### config.mk
export PLATFORM = sky130hd
export DESIGN_NAME = alu_slice_sequencer
export DESIGN_NICKNAME = d
export VERILOG_FILES = /design/src/rtl/alu_slice_sequencer.sv
export SDC_FILE = /design/constraint.sdc
export NUM_CORES = 1
export LEC_CHECK = 0
export ABC_AREA = 1
export CAP_MARGIN = 10
export CORE_ASPECT_RATIO = 1.75
export CORE_MARGIN = 1.5
export CORE_UTILIZATION = 50
export DETAILED_ROUTE_END_ITERATION = 6
export PLACE_DENSITY = 0.79
export SLEW_MARGIN = 10
export SYNTH_ARGS = -nofsm -noshare
export SYNTH_HDL_FRONTEND = slang
export SYNTH_SLANG_ARGS = --single-unit
### constraint.sdc
create_clock -name clk -period 3.4 [get_ports clk]
set_input_delay 0.68 -clock clk [delete_from_list [all_inputs] [get_ports clk]]
set_output_delay 0.68 -clock clk [all_outputs]
set_load 0.01 [all_outputs]
### src/rtl/alu_slice_sequencer.sv
// alu_slice_sequencer
//
// Computes a full-width ALU operation by passing the operands one SLICE-bit slice at a
// time, LSB first, through a single SLICE-bit lane. The carry is chained between slices.
//
// Ports:
//   clk        clock, all state on rising edge
//   rst        synchronous active-high reset
//   start      request, accepted only while ready=1
//   op         000 AND, 001 OR, 010 XOR, 011 NOR, 100 ADD, 101 SUB, 110/111 illegal
//   a, b       operands, sampled on acceptance
//   ready      high in idle
//   busy       high while slices are being processed
//   done       one-cycle pulse when result/flags are valid
//   result     assembled result, held until the next acceptance
//   carry_out  final carry of ADD/SUB (1 = no borrow for SUB), 0 for other ops
//   zero       result == 0, updated together with result
//
// WIDTH must be a multiple of SLICE, and WIDTH/SLICE must be at least 2.
module alu_slice_sequencer #(
  parameter int unsigned WIDTH = 32,
  parameter int unsigned SLICE = 4
) (
  input  logic             clk,
  input  logic             rst,
  input  logic             start,
  input  logic [2:0]       op,
  input  logic [WIDTH-1:0] a,
  input  logic [WIDTH-1:0] b,
  output logic             ready,
  output logic             busy,
  output logic             done,
  output logic [WIDTH-1:0] result,
  output logic             carry_out,
  output logic             zero
);

  localparam int unsigned N    = WIDTH / SLICE;
  localparam int unsigned CntW = (N > 1) ? $clog2(N) : 1;
  localparam logic [CntW-1:0] LastCnt = CntW'(N - 1);

  localparam logic [2:0] OpAnd = 3'b000;
  localparam logic [2:0] OpOr  = 3'b001;
  localparam logic [2:0] OpXor = 3'b010;
  localparam logic [2:0] OpNor = 3'b011;
  localparam logic [2:0] OpAdd = 3'b100;
  localparam logic [2:0] OpSub = 3'b101;

  typedef enum logic [1:0] {StIdle, StRun, StDone} state_e;

  state_e            state_q, state_d;
  logic [WIDTH-1:0]  a_q, a_d, b_q, b_d;
  logic [2:0]        op_q, op_d;
  logic [CntW-1:0]   cnt_q, cnt_d;
  logic              carry_q, carry_d;
  logic [WIDTH-1:0]  result_q, result_d;
  logic              zero_q, zero_d;

  // Slice lane
  logic [SLICE-1:0]  a_s, b_s, b_x, slice_res;
  logic [SLICE:0]    sum;
  logic              slice_carry;
  logic [WIDTH-1:0]  shifted;

  // Operands are shifted right each step, so the current slice is always the low bits.
  assign a_s = a_q[SLICE-1:0];
  assign b_s = b_q[SLICE-1:0];
  assign b_x = (op_q == OpSub) ? ~b_s : b_s;
  assign sum = {1'b0, a_s} + {1'b0, b_x} + {{SLICE{1'b0}}, carry_q};

  always_comb begin
    slice_res   = '0;
    slice_carry = carry_q;
    case (op_q)
      OpAnd: slice_res = a_s & b_s;
      OpOr:  slice_res = a_s | b_s;
      OpXor: slice_res = a_s ^ b_s;
      OpNor: slice_res = ~(a_s | b_s);
      OpAdd, OpSub: begin
        slice_res   = sum[SLICE-1:0];
        slice_carry = sum[SLICE];
      end
      default: begin
        slice_res   = '0;
        slice_carry = 1'b0;
      end
    endcase
  end

  // New slice enters at the MSB end; after N steps the result is fully aligned.
  assign shifted = {slice_res, result_q[WIDTH-1:SLICE]};

  always_comb begin
    state_d  = state_q;
    a_d      = a_q;
    b_d      = b_q;
    op_d     = op_q;
    cnt_d    = cnt_q;
    carry_d  = carry_q;
    result_d = result_q;
    zero_d   = zero_q;
    unique case (state_q)
      StIdle: begin
        if (start) begin
          state_d = StRun;
          a_d     = a;
          b_d     = b;
          op_d    = op;
          cnt_d   = '0;
          carry_d = (op == OpSub);
        end
      end
      StRun: begin
        a_d      = a_q >> SLICE;
        b_d      = b_q >> SLICE;
        result_d = shifted;
        zero_d   = (shifted == '0);
        carry_d  = slice_carry;
        if (cnt_q == LastCnt) begin
          state_d = StDone;
          cnt_d   = '0;
        end else begin
          cnt_d = cnt_q + 1'b1;
        end
      end
      StDone: state_d = StIdle;
      default: state_d = StIdle;
    endcase
  end

  always_ff @(posedge clk) begin
    if (rst) begin
      state_q  <= StIdle;
      a_q      <= '0;
      b_q      <= '0;
      op_q     <= '0;
      cnt_q    <= '0;
      carry_q  <= 1'b0;
      result_q <= '0;
      zero_q   <= 1'b0;
    end else begin
      state_q  <= state_d;
      a_q      <= a_d;
      b_q      <= b_d;
      op_q     <= op_d;
      cnt_q    <= cnt_d;
      carry_q  <= carry_d;
      result_q <= result_d;
      zero_q   <= zero_d;
    end
  end

  assign ready     = (state_q == StIdle);
  assign busy      = (state_q == StRun);
  assign done      = (state_q == StDone);
  assign result    = result_q;
  assign carry_out = carry_q;
  assign zero      = zero_q;

endmodule

Word level (Yosys, flattened, before mapping)

Index checks and enable logic that the tools add are counted.

Bits of input ports: 70
Output and inout port bits: 37
Register bits: 106
Logic and storage cells: 53

Eq/ne operators: 12
Bitwise gates (word level): 5
Add/sub/neg operators: 3
Mux-type cells: 15
Reduce and logical (&&, ||, !) cells: 10

Operators by type and width:

| kind                                                             | number |
|---|---|
| 32-bit one-hot mux with 2 select lines                           | 2 |
| 32-bit 2-to-1 mux                                                | 2 |
| 32-bit zero test                                                 | 1 |
| 4-bit one-hot mux with 5 select lines                            | 1 |
| 3-bit == test (second input constant)                            | 4 |
| 4-bit inverter                                                   | 2 |
| 3-bit by 2-bit == test with 1-bit output (second input constant) | 2 |
| 3-bit 2-to-1 mux                                                 | 2 |
| 3-bit one-hot mux with 2 select lines                            | 1 |
| 2-bit AND reduction                                              | 3 |
| 4-bit by 4-bit adder with 5-bit output                           | 1 |
| 5-bit by 1-bit adder with 5-bit output                           | 1 |
| 4-bit AND                                                        | 1 |
| 2-bit 2-to-1 mux                                                 | 2 |
| 4-bit 2-to-1 mux                                                 | 1 |
| 2-bit inequality test (second input constant)                    | 2 |
| 4-bit bitwise OR                                                 | 1 |
| 1-bit one-hot mux with 2 select lines                            | 2 |
| 2-bit one-hot mux with 2 select lines                            | 1 |
| 4-bit OR reduction                                               | 1 |
| 4-bit bitwise XOR                                                | 1 |
| 3-bit by 1-bit adder with 3-bit output (second input constant)   | 1 |
| 3-bit by 1-bit == test with 1-bit output (second input constant) | 1 |
| 3-bit zero test                                                  | 1 |
| 8 further kinds                                                  | 8 |

Depth between registers and ports, before layout

Depth in word-level cells: 6
Mapped depth: 14
Gate-level depth less buffers: 14

Worst setup path after synthesis

No wires, ideal clock.

Path kind: reg-to-reg
Start point: register op_q[2]
End point: register zero_q (netlist: zero)
Cell stages (with the launch flop): 15
Setup time: 0.070 ns
Data arrival time: 2.315 ns
Path buffers: 0
Setup slack: 1.014 ns
Period minus slack after synthesis: 2.386 ns
Cell sequence: dfxtp_1 inv_1 nor2_1 nand2_1 xor2_1 fa_1 inv_1 fa_1 nand2_1 nand2_1 nor2_1 nand2_1 nor2_1 nand3_1 a21oi_1

Word-level cells in the longest chain between the ends: 6
Elaborated cells between the ends (all ways): 12
Classes of those cells: add/sub (2); eq/ne (5); mux (2); reduce/logical (3)

RTL lines:

| element                                   | RTL line | text |
|---|---|---|
| start: declaration                        | 53       | `logic [2:0] op_q, op_d;` |
| start signal: assignment                  | 145      | `op_q <= op_d;` |
| 3-bit == test                             | 68, 74   |  |
| 4-bit 2-to-1 mux                          | 68       | `assign b_x = (op_q == OpSub) ? ~b_s : b_s;` |
| 4-bit by 4-bit adder with 5-bit output    | 69       | `assign sum = {1'b0, a_s} + {1'b0, b_x} + {{SLICE{1'b0}}, carry_q};` |
| 5-bit by 1-bit adder with 5-bit output    | 69       |  |
| 4-bit one-hot mux with 5 select lines (*) | 74       | `case (op_q)` |
| 32-bit zero test (*)                      | 117      | `zero_d = (shifted == '0);` |
| end signal: assignment                    | 149      | `zero_q <= zero_d;` |
| end: declaration                          | 57       | `logic zero_q, zero_d;` |

Mark *: on every way between the ends. The rest lies on a longest branch, timed or not.
A chain may end at the register's enable or synchronous reset.

Worst setup path in the final report

Same ends and word-level chain as after synthesis.

==> results.toml <==
[pwr]
p_leak_nw = 2.45
powerDensity_nw_per_um2 = 519
ir_worst_vdd_v = 0.000328

[clock_tree]
root_buffer = "clkbuf_16"
cts_setup_buffers = 0
cts_resized = 0
clk_path_buf_depth = 2
hold_buffers = 0
tritoncts = "done"
clk_pin_slew_ns = 0.07
numCtsBuffers = 9
clk_latency_ns = 0.34
cts_sinks = 106
cts_max_level = 3

[timing]
period_minus_slack_ns = 2.64
worstMarginPinSlew_ns = 0.848
max_clock_freq_mhz = 378
finalHoldViolations = 0
final_max_slew_viol_count = 0
setup_tns_ns = 0
finalSetupViolCount = 0
finalCritPeriodShare_pct = 77.8
finClkSkew_ns = 0.00831
slew_headroom_pct = 43.4
rsz0062_at_grt = "no"

[grt]
grt-ovfl-total = 0
grt_max_degree = 95
grt_pass1_vias = 4236
track_usage_pct = 23.4
grt_pass1_wl_um = 19300
antenna_found_initial = 0

[yosys]
yosysSeqAreaShare_pct = 44.6
synth_common_cells = "nand2_1, dfxtp_1, o21ai_0"
yosys_warnings = 0
yosysTopAreaCell = "dfxtp_1"
synthArstFlopShare_pct = 0
syn_inst = 638
ys_seq_elements = 106
synth_nets = 723
syn_avg_cell_area_sq_um = 7.46
synth_edf_count = 0
syn_area_sq_um = 4760
yosysTopAreaCellShare_pct = 44.6
ys_types = 31
ys.flop_type = "dfxtp_1"
synth.top_cells.by_area = "dfxtp_1, nand2_1, o21ai_0, a31oi_1, nor2_1"
yosys.cell_count.top_type = "nand2_1"

[routing]
drtIter0Drc = 220
vias_per_cell = 5.41
drt_pass1_iterations = 6
ant_nets = 0
wire_per_inst_um = 13.8
num_vias = 4558
drc = 0
routed_wl_um = 11600

[cells_and_area]
area_growth_syn_to_layout_pct = 28.5
drive_gt1_share_pct = 4.16
n_antenna_cell = 0
final_util_pct = 65.4
fin_nets = 801

[critical_path]
ff2ff_path_depth = 14
start_kind = "register"
cp_max_fo = 8
crit_path_end_kind = "register"
cp.arrival_ns = 2.92
criticalPathCategory = "register to register"
rrSetupSlack_ns = 0.76
r2r_start = "op_q[2]"
required_ns = 3.68
r2r-end = "zero"

[die]
dieArea_sq_um = 10100
die_y_um = 132
rows = 47
fp.dieW_um = 76.8
core_area_sq_um = 9350
boundaryPins = 107
initial_utilization_pct = 50.9

[worst_hold_path]
min_to = "cnt_q[0]"
hold_depth = 1
min-delay-start = "cnt_q[0]"
hold_path.class = "register to register"

[status]
status = "finished, final reports clean"

[job]
max-cap-violations = 0

[place]
dpl.hpwl_um = 8110
port_buffers = 106
gp_congestion = 0.924
[cell type report]
type                            instances  area [sq um]
Sequential cell                       106          2120
Clock buffer                           11           243
Tap cell                              122           153
Inverter                               36           143
Fill cell                             801          3230
Clock inverter                          5          86.3
Multi-Input combinational cell        451          2240
Timing Repair Buffer                  112          1130
[power by group]
group | switching, mW | internal (mW)
Clock | 0.451 | 0.671
Combinational | 0.327 | 0.276
Sequential | 0.0869 | 1.36
[how the worst max path moves through the flow]
stage          startpoint         end  slack (ns)  cells after the start
6_report          op_q[2]        zero        0.76                     14
2_1_floorplan     op_q[2]        zero        1.01                     14
5_1_grt           op_q[2]  result[29]        0.52                     13
3_5_place_dp      op_q[2]        zero        0.79                     14
4_1_cts           op_q[2]        zero        0.77                     14
3_3_place_gp      op_q[2]        zero        0.88                     14
[metrics by stage]
stage	setup slack [ns]	instances	hold slack (ns)	instance area, sq um	total power [mW]
CTS	0.773	843	0.462	6120	3.19
floorplan	1.01	638	0.433	4760	1.84
global route	0.522	843	0.476	6120	3.33
finish	0.756	843	0.462	6120	3.17
detailed placement	0.791	827	0.453	5790	2.07
global placement	0.877	827	0.449	5790	2.05
[registers in the layout (all words and copies together) (netlist names)]
signal and count:
b_q 32, state_q 2, result 32, zero 1, carry_out 1, cnt_q 3, op_q 3, a_q 32
[metal layers]
layer,track usage (%),vias up,wire length (um)
li1,-,2288,-
met1,26.4,2099,4710
met2,42.9,146,6130
met3,3.94,25,507
met4,9.26,0,270
met5,0,-,0
[worst max-delay path: stages (launching register included)]
cell and delay [ns]:
dfxtp_1 0.37, inv_1 0.14, nor2_1 0.21, nand2_1 0.21, xor2_1 0.20, fa_1 0.37, inv_1 0.09, fa_1 0.42
nand2_1 0.08, nand2_1 0.05, nor2_1 0.08, nand2_1 0.07, nor2_1 0.10, nand3_1 0.08, a21oi_1 0.12
[kinds of logic (layout without fill, tap and decap cells)]
group           count (synthesis)  count (layout)  synth area share [%]
simple gates                  247             247                  20.8
compound gates                185             185                  21.3
flops                         106             106                  44.6
buf+inv                        81             164                  8.39
fa+ha+maj                      15              15                  4.26
xor+xnor                        4               4                 0.736
[cell usage in the layout, fill, tap and decap left out, types with 3 or more instances in the layout]
| cell | count |
|---|---|
| a21oi_1 | 28 |
| a31oi_1 | 57 |
| buf_4 | 4 |
| clkbuf_16 | 9 |
| clkdlybuf4s50_1 | 106 |
| dfxtp_1 | 106 |
| ha_1 | 13 |
| inv_1 | 31 |
| inv_2 | 3 |
| nand2_1 | 154 |
| nand3_1 | 12 |
| nand4_1 | 6 |
| nor2_1 | 68 |
| o21ai_0 | 81 |
| o21ai_1 | 13 |
| xor2_1 | 4 |
Power figures use the tool's default switching activity.
